## src/rtl/binary_search_ctrl.sv

```systemverilog
// ---------------------------------------------------------------------------
// binary_search_ctrl
//   Binary-search engine over an ascending-sorted, synchronous-read RAM.
//   A start pulse latches key/mode. The engine probes the RAM with a
//   half-open interval [lo,hi) and reports found/loc. mode=0 selects
//   exact match. mode=1 selects lower bound (first element >= key).
//
// Ports
//   clk       clock, all state on posedge
//   reset     asynchronous, active-high; clears all state
//   start     search request, sampled only in IDLE or DONE
//   key       search key, latched on accept
//   mode      0 = exact match, 1 = lower bound, latched on accept
//   mem_addr  RAM read address (RAM registers it, mem_q valid next cycle)
//   mem_q     RAM read data
//   busy      high while a search is in progress (PROBE/CMP)
//   done      high in DONE until the next accepted start or reset
//   found     result flag, valid while done
//   loc       result index or insertion point, valid while done (0..DEPTH)
//   probes    number of RAM probes used by the last search
// ---------------------------------------------------------------------------
module binary_search_ctrl #(
   parameter int DATA_W = 8,
   parameter int ADDR_W = 5,
   parameter int SIGNED = 0
) (
   input  logic              clk,
   input  logic              reset,
   input  logic              start,
   input  logic [DATA_W-1:0] key,
   input  logic              mode,
   output logic [ADDR_W-1:0] mem_addr,
   input  logic [DATA_W-1:0] mem_q,
   output logic              busy,
   output logic              done,
   output logic              found,
   output logic [ADDR_W:0]   loc,
   output logic [ADDR_W+1:0] probes
);

   typedef enum logic [1:0] {
      S_IDLE,
      S_PROBE,
      S_CMP,
      S_DONE
   } state_t;

   localparam logic [ADDR_W:0] DEPTH_L = {1'b1, {ADDR_W{1'b0}}};
   // First probe of a fresh search is the middle of [0, DEPTH).
   localparam logic [ADDR_W-1:0] FIRST_MID = DEPTH_L[ADDR_W:1];

   state_t              state_q;
   logic [DATA_W-1:0]   key_q;
   logic                mode_q;
   logic [ADDR_W:0]     lo_q, hi_q;
   logic [ADDR_W-1:0]   mem_addr_q;
   logic                busy_q, done_q, found_q;
   logic [ADDR_W:0]     loc_q;
   logic [ADDR_W+1:0]   probes_q;

   // Next-interval datapath, used only when leaving CMP.
   logic [ADDR_W:0]     mid_cur;
   logic                key_eq, elem_lt;
   logic [ADDR_W:0]     lo_d, hi_d;
   logic [ADDR_W+1:0]   sum_d;
   logic [ADDR_W-1:0]   mid_d;
   logic                unused_sum_bits;

   // The address register still holds the mid being compared in CMP.
   assign mid_cur = {1'b0, mem_addr_q};

   // NOTE: every variable written here gets a default first, so no latch is inferred.
   always_comb begin
      key_eq  = (mem_q == key_q);
      elem_lt = 1'b0;
      if (SIGNED != 0) elem_lt = ($signed(mem_q) < $signed(key_q));
      else             elem_lt = (mem_q < key_q);

      lo_d = lo_q;
      hi_d = hi_q;
      if (elem_lt) lo_d = mid_cur + 1'b1;
      else         hi_d = mid_cur;

      // Sum is one bit wider than lo/hi, so lo+hi cannot wrap.
      sum_d = {1'b0, lo_d} + {1'b0, hi_d};
      mid_d = sum_d[ADDR_W:1];
   end

   // The top sum bit is always zero (lo < hi <= DEPTH), and bit 0 is discarded by the halving.
   assign unused_sum_bits = sum_d[ADDR_W+1] ^ sum_d[0];

   // NOTE: sequential state uses non-blocking assignments only, so every register samples pre-edge values.
   always_ff @(posedge clk or posedge reset) begin
      if (reset) begin
         state_q    <= S_IDLE;
         key_q      <= '0;
         mode_q     <= 1'b0;
         lo_q       <= '0;
         hi_q       <= '0;
         mem_addr_q <= '0;
         busy_q     <= 1'b0;
         done_q     <= 1'b0;
         found_q    <= 1'b0;
         loc_q      <= '0;
         probes_q   <= '0;
      end else begin
         case (state_q)
            S_IDLE, S_DONE: begin
               if (start) begin
                  key_q      <= key;
                  mode_q     <= mode;
                  lo_q       <= '0;
                  hi_q       <= DEPTH_L;
                  probes_q   <= '0;
                  done_q     <= 1'b0;
                  found_q    <= 1'b0;
                  busy_q     <= 1'b1;
                  // Address is presented during PROBE, so it is loaded on entry.
                  mem_addr_q <= FIRST_MID;
                  state_q    <= S_PROBE;
               end
            end
            S_PROBE: begin
               probes_q <= probes_q + 1'b1;
               state_q  <= S_CMP;
            end
            S_CMP: begin
               if (!mode_q && key_eq) begin
                  found_q <= 1'b1;
                  loc_q   <= mid_cur;
                  done_q  <= 1'b1;
                  busy_q  <= 1'b0;
                  state_q <= S_DONE;
               end else if (lo_d == hi_d) begin
                  // Interval empty: lo is the insertion point / lower bound.
                  loc_q   <= lo_d;
                  found_q <= mode_q && (lo_d < DEPTH_L);
                  done_q  <= 1'b1;
                  busy_q  <= 1'b0;
                  state_q <= S_DONE;
               end else begin
                  lo_q       <= lo_d;
                  hi_q       <= hi_d;
                  mem_addr_q <= mid_d;
                  state_q    <= S_PROBE;
               end
            end
            default: state_q <= S_IDLE;
         endcase
      end
   end

   assign mem_addr = mem_addr_q;
   assign busy     = busy_q;
   assign done     = done_q;
   assign found    = found_q;
   assign loc      = loc_q;
   assign probes   = probes_q;

endmodule

```

## config.mk

```make
export PLATFORM = sky130hd
export DESIGN_NAME = binary_search_ctrl
export DESIGN_NICKNAME = d
export VERILOG_FILES = /design/src/rtl/binary_search_ctrl.sv
export SDC_FILE = /design/constraint.sdc
export NUM_CORES = 1
export LEC_CHECK = 0
export CORE_MARGIN = 3
export CORE_UTILIZATION = 40
export CTS_CLUSTER_DIAMETER = 50
export DETAILED_ROUTE_END_ITERATION = 7
export GPL_TIMING_DRIVEN = 0
export SYNTH_ARGS = -nofsm -noshare
export SYNTH_HDL_FRONTEND = slang
export SYNTH_SLANG_ARGS = --single-unit
```

## constraint.sdc

```tcl
create_clock -name clk -period 9.98 [get_ports clk]
set_clock_uncertainty 0.2 [all_clocks]
set_input_delay 0.998 -clock clk [delete_from_list [all_inputs] [get_ports clk]]
set_output_delay 0.998 -clock clk [all_outputs]
set_load 0.03 [all_outputs]
```

After elaboration in Yosys (flattened, before gate mapping)
Index checks and enable logic that the tools add are counted.

Bits in writable memories: 0. Register bits: 44. Memories kept: 0. Bits in read-only memories: 0. Input port bits: 20. Word-level logic and storage cells: 71. Latch bits: 0.

Mux-type cells: 33. Bitwise operators: 0. Shift operators: 0. Reduce and logical (&&, ||, !) cells: 13. Eq/ne operators: 9. Order comparisons: 2. Multipliers: 0. Add/subtract/negate cells: 3. Divide/modulo/power cells: 0.

Operators with widths (number): $mux W6 (10); $pmux W6 S2 (2); $mux W5 (3); $pmux W7 S2 (1); $pmux W5 S2 (1); $eq A8 B8 Y1 (1); $lt A8 B8 Y1 (1); $mux W1 (8); $add A7 B1 Y7 const B (1); $mux W7 (1); $add A5 B1 Y6 const B (1); $add A6 B6 Y6 (1); $eq A6 B6 Y1 (1); $lt A6 B6 Y1 const B (1); $mux W2 (3); $ne A2 B2 Y1 const B (3); $pmux W1 S2 (3); $pmux W2 S3 (1); $reduce_and A2 Y1 (3); $reduce_bool A2 Y1 (3); $eq A2 B2 Y1 const B (2); $reduce_and A4 Y1 (1); $ne A3 B3 Y1 const B (1); $reduce_and A3 Y1 (1); other kinds (5) (6).

Longest topological paths before layout
Word-level depth: 7. Gate-level depth with buffers: 17.

Worst setup path before layout
Ideal clock, no wire load.

Path type: input to register. From: input mem_q[3]. To: register mem_addr_q[1], in the netlist mem_addr[1]. Arrival: 3.923 ns. Data required time: 9.685 ns. Cell stages on the path: 14. Buffers on the path: 3. Slack: 5.762 ns. Path through: ha_1 > a21oi_1 > a21oi_4 > or2_1 > buf_2 > clkbuf_1 > o21ai_0 > ha_1 > nor4_1 > o21ai_1 > a31oi_4 > buf_6 > nand2_1 > o31ai_1.

Longest elaborated chain between the ends: 6.

Ends and longest elaborated chain: from (decl) (line 33) `input logic [DATA_W-1:0] mem_q,`; $lt A8 B8 Y1 (line 77) `else elem_lt = (mem_q < key_q);`; $mux W6 (line 81) `if (elem_lt) lo_d = mid_cur + 1'b1;`; $add A6 B6 Y6 (line 85) `sum_d = {1'b0, lo_d} + {1'b0, hi_d};`; $mux W5 (line 134) `end else if (lo_d == hi_d) begin`; $mux W5 (line 128) `if (!mode_q && key_eq) begin`; $pmux W5 S2 (line 107) `case (state_q)`; to (signal assigned) (line 144) `mem_addr_q <= mid_d;`; to (decl) (line 56) `logic [ADDR_W-1:0] mem_addr_q;`.

Parallel ways exist; a longest one is shown, timed or not. The select of a mux whose other input is x is not followed. A chain may end at the register's enable or synchronous reset.

Worst setup path in the final report
From: input mem_q[1]. To: register mem_addr_q[1], in the netlist mem_addr[1].

Same word-level chain as after synthesis.

==> key figures <==
Clock network
  • TritonCTS Buffers: 5
  • Hold-fix buffers at CTS: 0
  • Root buffer cell: clkbuf_8
  • Clk slew on worst S/H paths: approximately 0.09 ns
  • Quantity of gates resized following cts: 0
  • CTS tree: built
  • Setup Buffers After CTS: 0
  • Skew-Pair Late Insertion Delay: roughly 0.3 ns
  • CTS max path bufs: 2
  • Max H-tree Level: 2
  • Clock Sink Count: between 40 and 50

Critical path
  • Crit-path slowest cell: nor4_1
  • Slowest stage delay, CP: 0.48 ns
  • Critical Path RT: 9.99 ns
  • WP buf/inv: 4
  • WS Path Type: in -> reg
  • Critical path's top delay family: compound AO/OA/AOI/OAI gates
  • CP cell instances: clkdlybuf4s50_1 > ha_1 > nor2b_4 > o211ai_4 > a21oi_4 > or2_1 > buf_2 > clkbuf_1 > o21ai_0 > ha_1 > nor4_1 > o21ai_1 > a31oi_4 > buf_6 > nand2_1 > o31ai_1
  • CP Launch Type: input port
  • Most used cell, CP: ha_1
  • WP data arrival: 5.09 ns
  • Worst Path Max Fanout: 10
  • Crit. End Element: flop

Placed design
  • Pre-CTS setup slack: between 4 and 5 ns
  • HPWL after DPL: around 4500 um
  • GP Congestion: approximately 0.87
  • Port buffer count: 40
  • Placed insts: between 300 and 400

Logic synthesis
  • Syn nets: approximately 320
  • Syn_area_per_cell: between 9 and 10 um2
  • Syn. warnings: 0
  • Primary FF master, synth: dfrtp_1
  • Synthesized instance count: about 280
  • Synthesized cell area: around 0.0027 mm2
  • Number of synthesized flops with an enable pin: 0
  • Dominant cell type by area after synthesis: dfrtp_1
  • Register area share after synthesis: 0.4091
  • Netlist cell types: 52
  • Register bit total from synthesis: 44
  • Synth top area share: 0.4091
  • FFs w/ async S/R, synth: 1.000
  • Top cells by area, synth: dfrtp_1 (41%), ha_1 (8.4%), nand2_1 (6.3%)

Cells and area
  • Finished Layout Cells: a little over 400
  • FILL cells: 625
  • FF+latch area: about 0.0011 mm2
  • Commonest non-fill, non-tap cells in the layout: nand2_1 (45), dfrtp_1 (44), clkdlybuf4s50_1 (40), o21ai_0 (19), ha_1 (18)
  • Final #Nets: ~370
  • Layout cells sized above 1: 0.08485
  • N_diodes: 0
  • Area Growth Syn to Fin: 23.34%
  • Area of the multi-input gates: 0.001466 mm2
  • Commonest non-fill, non-tap cell in the layout: nand2_1

GRT
  • Initial antenna violation count: 0
  • First-pass GRT wire length: about 10000 um
  • Gr usage total: 0.1639
  • Vias in the first global route: about 2100
  • Largest net degree at the start of global routing: 25
  • GRT Residual Overflow: 0

Routing
  • Drt via density: between 5 and 6
  • Wirelength per Cell: approximately 15 um
  • Drt first-iter violations: 92
  • Final ANT Viol Nets: 0
  • 1st-pass router iterations: 4
  • Final wirelength: about 6000 um
  • DRC errors left: 0
  • Vias: between 2000 and 2500

STA
  • Final Cycle Share: 0.5091
  • Setup TNS Final: 0 ns
  • Final min period: roughly 5 ns
  • Max-slew violations: 0
  • Hold Vio Cnt, Final: 0
  • F_max: 196.8 MHz
  • Slew margin rel.: 0.5218
  • Final setup viols: 0
  • Slew of the pin with the lowest slew margin: a little over 0.7 ns
  • Worst setup margin: just under 5 ns
  • Unrepaired setup endpoints after global routing: false

Die
  • Total core area: roughly 0.0064 mm2
  • Die area: about 0.0077 mm2
  • Die height: about 88 um
  • Die X: 88.03 um
  • Num ports: between 40 and 50
  • Rows: 29
  • Initial Utilization: 0.4191

Job
  • Max cap viols: 0

Power and ir drop
  • Max VDD drop: roughly 0.16 mV
  • Pwr Density: roughly 300 mW/mm2
  • Lkg Pwr: ~1.5 nW

Worst hold path
  • Worst hold path type: reg -> reg

Run status
  • Status: finished, final reports clean
[cells by family after synthesis]
family | share of synthesized area
compound gates | 0.2292
xor+xnor | 0.05160
fa+ha+maj | 0.08368
buf+inv | 0.04602
flops | 0.4091
mux | 0.02743
simple gates | 0.1530
[state kept, by name, indices dropped and copies added, names as in the netlist]
signal    flops
loc           6
key_q         8
mode_q        1
mem_addr      5
busy          1
done          1
found         1
state_q       2
lo_q          6
probes        7
hi_q          6
[layer usage]
layer | vias to the layer above | track usage | wire [um]
li1 | 1100 | - | -
met2 | 34 | 0.2548 | 2661
met3 | 9 | 0.02164 | 223
met1 | 1040 | 0.2351 | 3034
met4 | 0 | 0.05632 | 91
met5 | - | 0 | 0
[synthesized netlist by cell type (4+ instances only)]
cell type,count
nor2_1,11
o21ai_1,10
clkbuf_1,8
nor2b_1,6
mux2i_1,4
a21o_1,4
o21ai_0,19
inv_1,18
ha_1,18
nand3_1,4
xnor2_1,10
xor2_1,4
a21oi_1,9
nand2_1,45
a22o_1,12
dfrtp_1,44
[worst reg2reg max path: stages, from the launching register on]
cell,delay (ns)
dfrtp_1,0.34
inv_1,0.05
ha_1,0.30
nand4_1,0.19
a21oi_4,0.30
or2_1,0.14
buf_2,0.15
clkbuf_1,0.39
o21ai_0,0.29
ha_1,0.44
nor4_1,0.48
o21ai_1,0.27
a31oi_4,0.37
buf_6,0.21
nand2_1,0.07
o31ai_1,0.07
[worst paths after layout]
kind                                 startpoint  slack (ns)                       to  cells after the start
setup / recovery                       mem_q[1]        4.90  mem_addr[1]$_DFFE_PP0P_                     16
hold / removal               loc[1]$_DFFE_PP0P_        0.29       loc[1]$_DFFE_PP0P_                      2
setup reg to reg           key_q[7]$_DFFE_PP0P_        5.63  mem_addr[1]$_DFFE_PP0P_                     15
hold reg to reg              loc[1]$_DFFE_PP0P_        0.29       loc[1]$_DFFE_PP0P_                      2
max in group asynchronous                 reset        8.25      lo_q[5]$_DFFE_PP0P_                      3
min in group asynchronous                 reset        0.83    probes[5]$_DFFE_PP0P_                      2
[power by group]
group / internal [W] / switching (W) / leakage (nW)
registers: 0.000237 / 0.0000411 / 0.573
logic: 0.000231 / 0.000359 / 0.861
clock network: 0.0000742 / 0.0000650 / 0.0541
total: 0.000542 / 0.000466 / 1.49
[final cells by class]
class                           instances  share of cell area
Tap cell                               77             0.02902
Inverter                               18             0.02035
Timing Repair Buffer                   41              0.1266
Multi-Input combinational cell        207              0.4418
Clock inverter                          3             0.01282
Clock buffer                            5             0.02073
Sequential cell                        44              0.3317
Buffer                                 12             0.01696
[per-stage QoR]
| stage | area [um2] | power (W) | hold WS (ns) | utilization |
|---|---|---|---|---|
| detailed placement | 3208 | 0.0008747 | 0.2748 | 0.4995 |
| floorplan | 2691 | 0.0007076 | 0.2714 | - |
| CTS | 3319 | 0.001018 | 0.2958 | 0.5169 |
| global placement | 3188 | 0.0008672 | 0.2660 | 0.4964 |
| global route | 3319 | 0.001091 | 0.3143 | 0.5169 |
| finish | 3319 | 0.001008 | 0.2864 | 0.5169 |
(Power assumes the default switching activity.)
==> edit, RTL diff (same flow settings) <==
Set the parameter `ADDR_W` to 6 (it was 5).
--- a/src/rtl/binary_search_ctrl.sv
+++ b/src/rtl/binary_search_ctrl.sv
@@ -22,5 +22,5 @@
 module binary_search_ctrl #(
    parameter int DATA_W = 8,
-   parameter int ADDR_W = 5,
+   parameter int ADDR_W = 6,
    parameter int SIGNED = 0
 ) (
Interface: changed (resized loc, mem_addr and probes); port bits go from 41 to 44. The function was not compared with the original's and may differ.
==> edit against the unedited design <==
Final area up 8.3%. Worst hold slack worse by 0.0098 ns. Total power up 2.7%. Sequential cell count up 5. Wire length up 19%. Clock power down 11%. Count of clock-buffer cells in the layout up 1. Worst setup slack worse by 0.68 ns. Synthesized area up 9.0%.
==> edit: results <==
[status]
status = "complete, no violations"

[grt]
grt_pass1_vias = 2408
grtUsageTotal_pct = 17.8
grt_pass1_wl_mm = 11.9
grtUsageMet1_pct = 25.2
gr-usage-met2_pct = 27.4
grt_max_degree = 34
met3_usage_pct = 3.36

[synthesis]
synth_area_leaders = "dfrtp_1 (42%), ha_1 (8.1%), nand2_1 (7.2%), mux2_2 (4.6%), o21ai_0 (4.3%)"
netlist_top_cells_count = "nand2_1 (56), dfrtp_1 (49), o21ai_0 (25)"
yosys.area_share.adder_pct = 8.79
synth_compound_area_share_pct = 14.1
async_flop_share_pct = 100
yosysTopAreaCellShare_pct = 41.8
netlist_instances = 321
ys_seq_area_share_pct = 41.8
muxShareOfSynthArea_pct = 7.00
synthDistinctLibCells = 46
syn_nets = 360
synthXorXnorAreaFrac_pct = 4.18

[critical_path]
arrival_ns = 5.76
critPathSlowestCell = "or4_1"
path_delay_family = "simple AND/OR/NAND/NOR gates"
crit_path_end = "hi_q[1]"
ff2ff_path_depth = 17

[finish]
fillCellCount = 693
drive_above_1_share_pct = 9.14
fin_nets = 411

[power]
intPower_uw = 557
peakVddDrop_mv = 0.134
p_leak_uw = 0.00160

[place]
dp.cells = 461
dp_hpwl_mm = 5.41
placed_area_sq_um = 3500
port_buffers = 43
gp_congestion = 0.859

[timing]
worst_slack_ns = 4.22
relSlewSlack_pct = 56.1

[hold_path]
holdCritStartpoint = "lo_q[5]"
min_to = "lo_q[5]"

[route]
wl_met3_microns = 389
num_vias = 2530
route.layer.met1.wl_mm = 3.42
dr.first_iter.drc_count = 158
vias_per_cell = 5.41
wire_per_inst_microns = 15.3
dr_wl_met2_mm = 3.23

[cts]
clockRootBuffer = "clkbuf_8"
edit: cell types whose count changed after synthesis, sizes merged, moves of 5 or more:
| cell | before | now |
|---|---|---|
| dfrtp | 44 | 49 |
| nor2 | 11 | 21 |
| nand2 | 45 | 58 |
| clkbuf | 8 | 3 |
| nand3 | 4 | 12 |
| xnor2 | 11 | 6 |
| a22o | 12 | 3 |
| mux2 | 3 | 12 |
edit: power groups by stage:
stage / combinational, uW / clock (uW) / sequential [uW]
6_report: 601 / 124 / 309
3_5_place_dp: 602 / 0 / 314
3_3_place_gp: 592 / 0 / 312
5_1_grt: 670 / 136 / 318
2_1_floorplan: 384 / 0 / 350
4_1_cts: 605 / 127 / 309
edit: final cells by class:
class                           instances  area, sq um  area share (%)
Clock buffer                            6         82.6            2.30
Inverter                               16         60.1            1.67
Tap cell                               96          120            3.34
Multi-Input combinational cell        246         1590            44.3
Timing Repair Buffer                   44          450            12.5
Clock inverter                          1         7.51           0.209
Buffer                                 10         56.3            1.57
Sequential cell                        49         1230            34.1
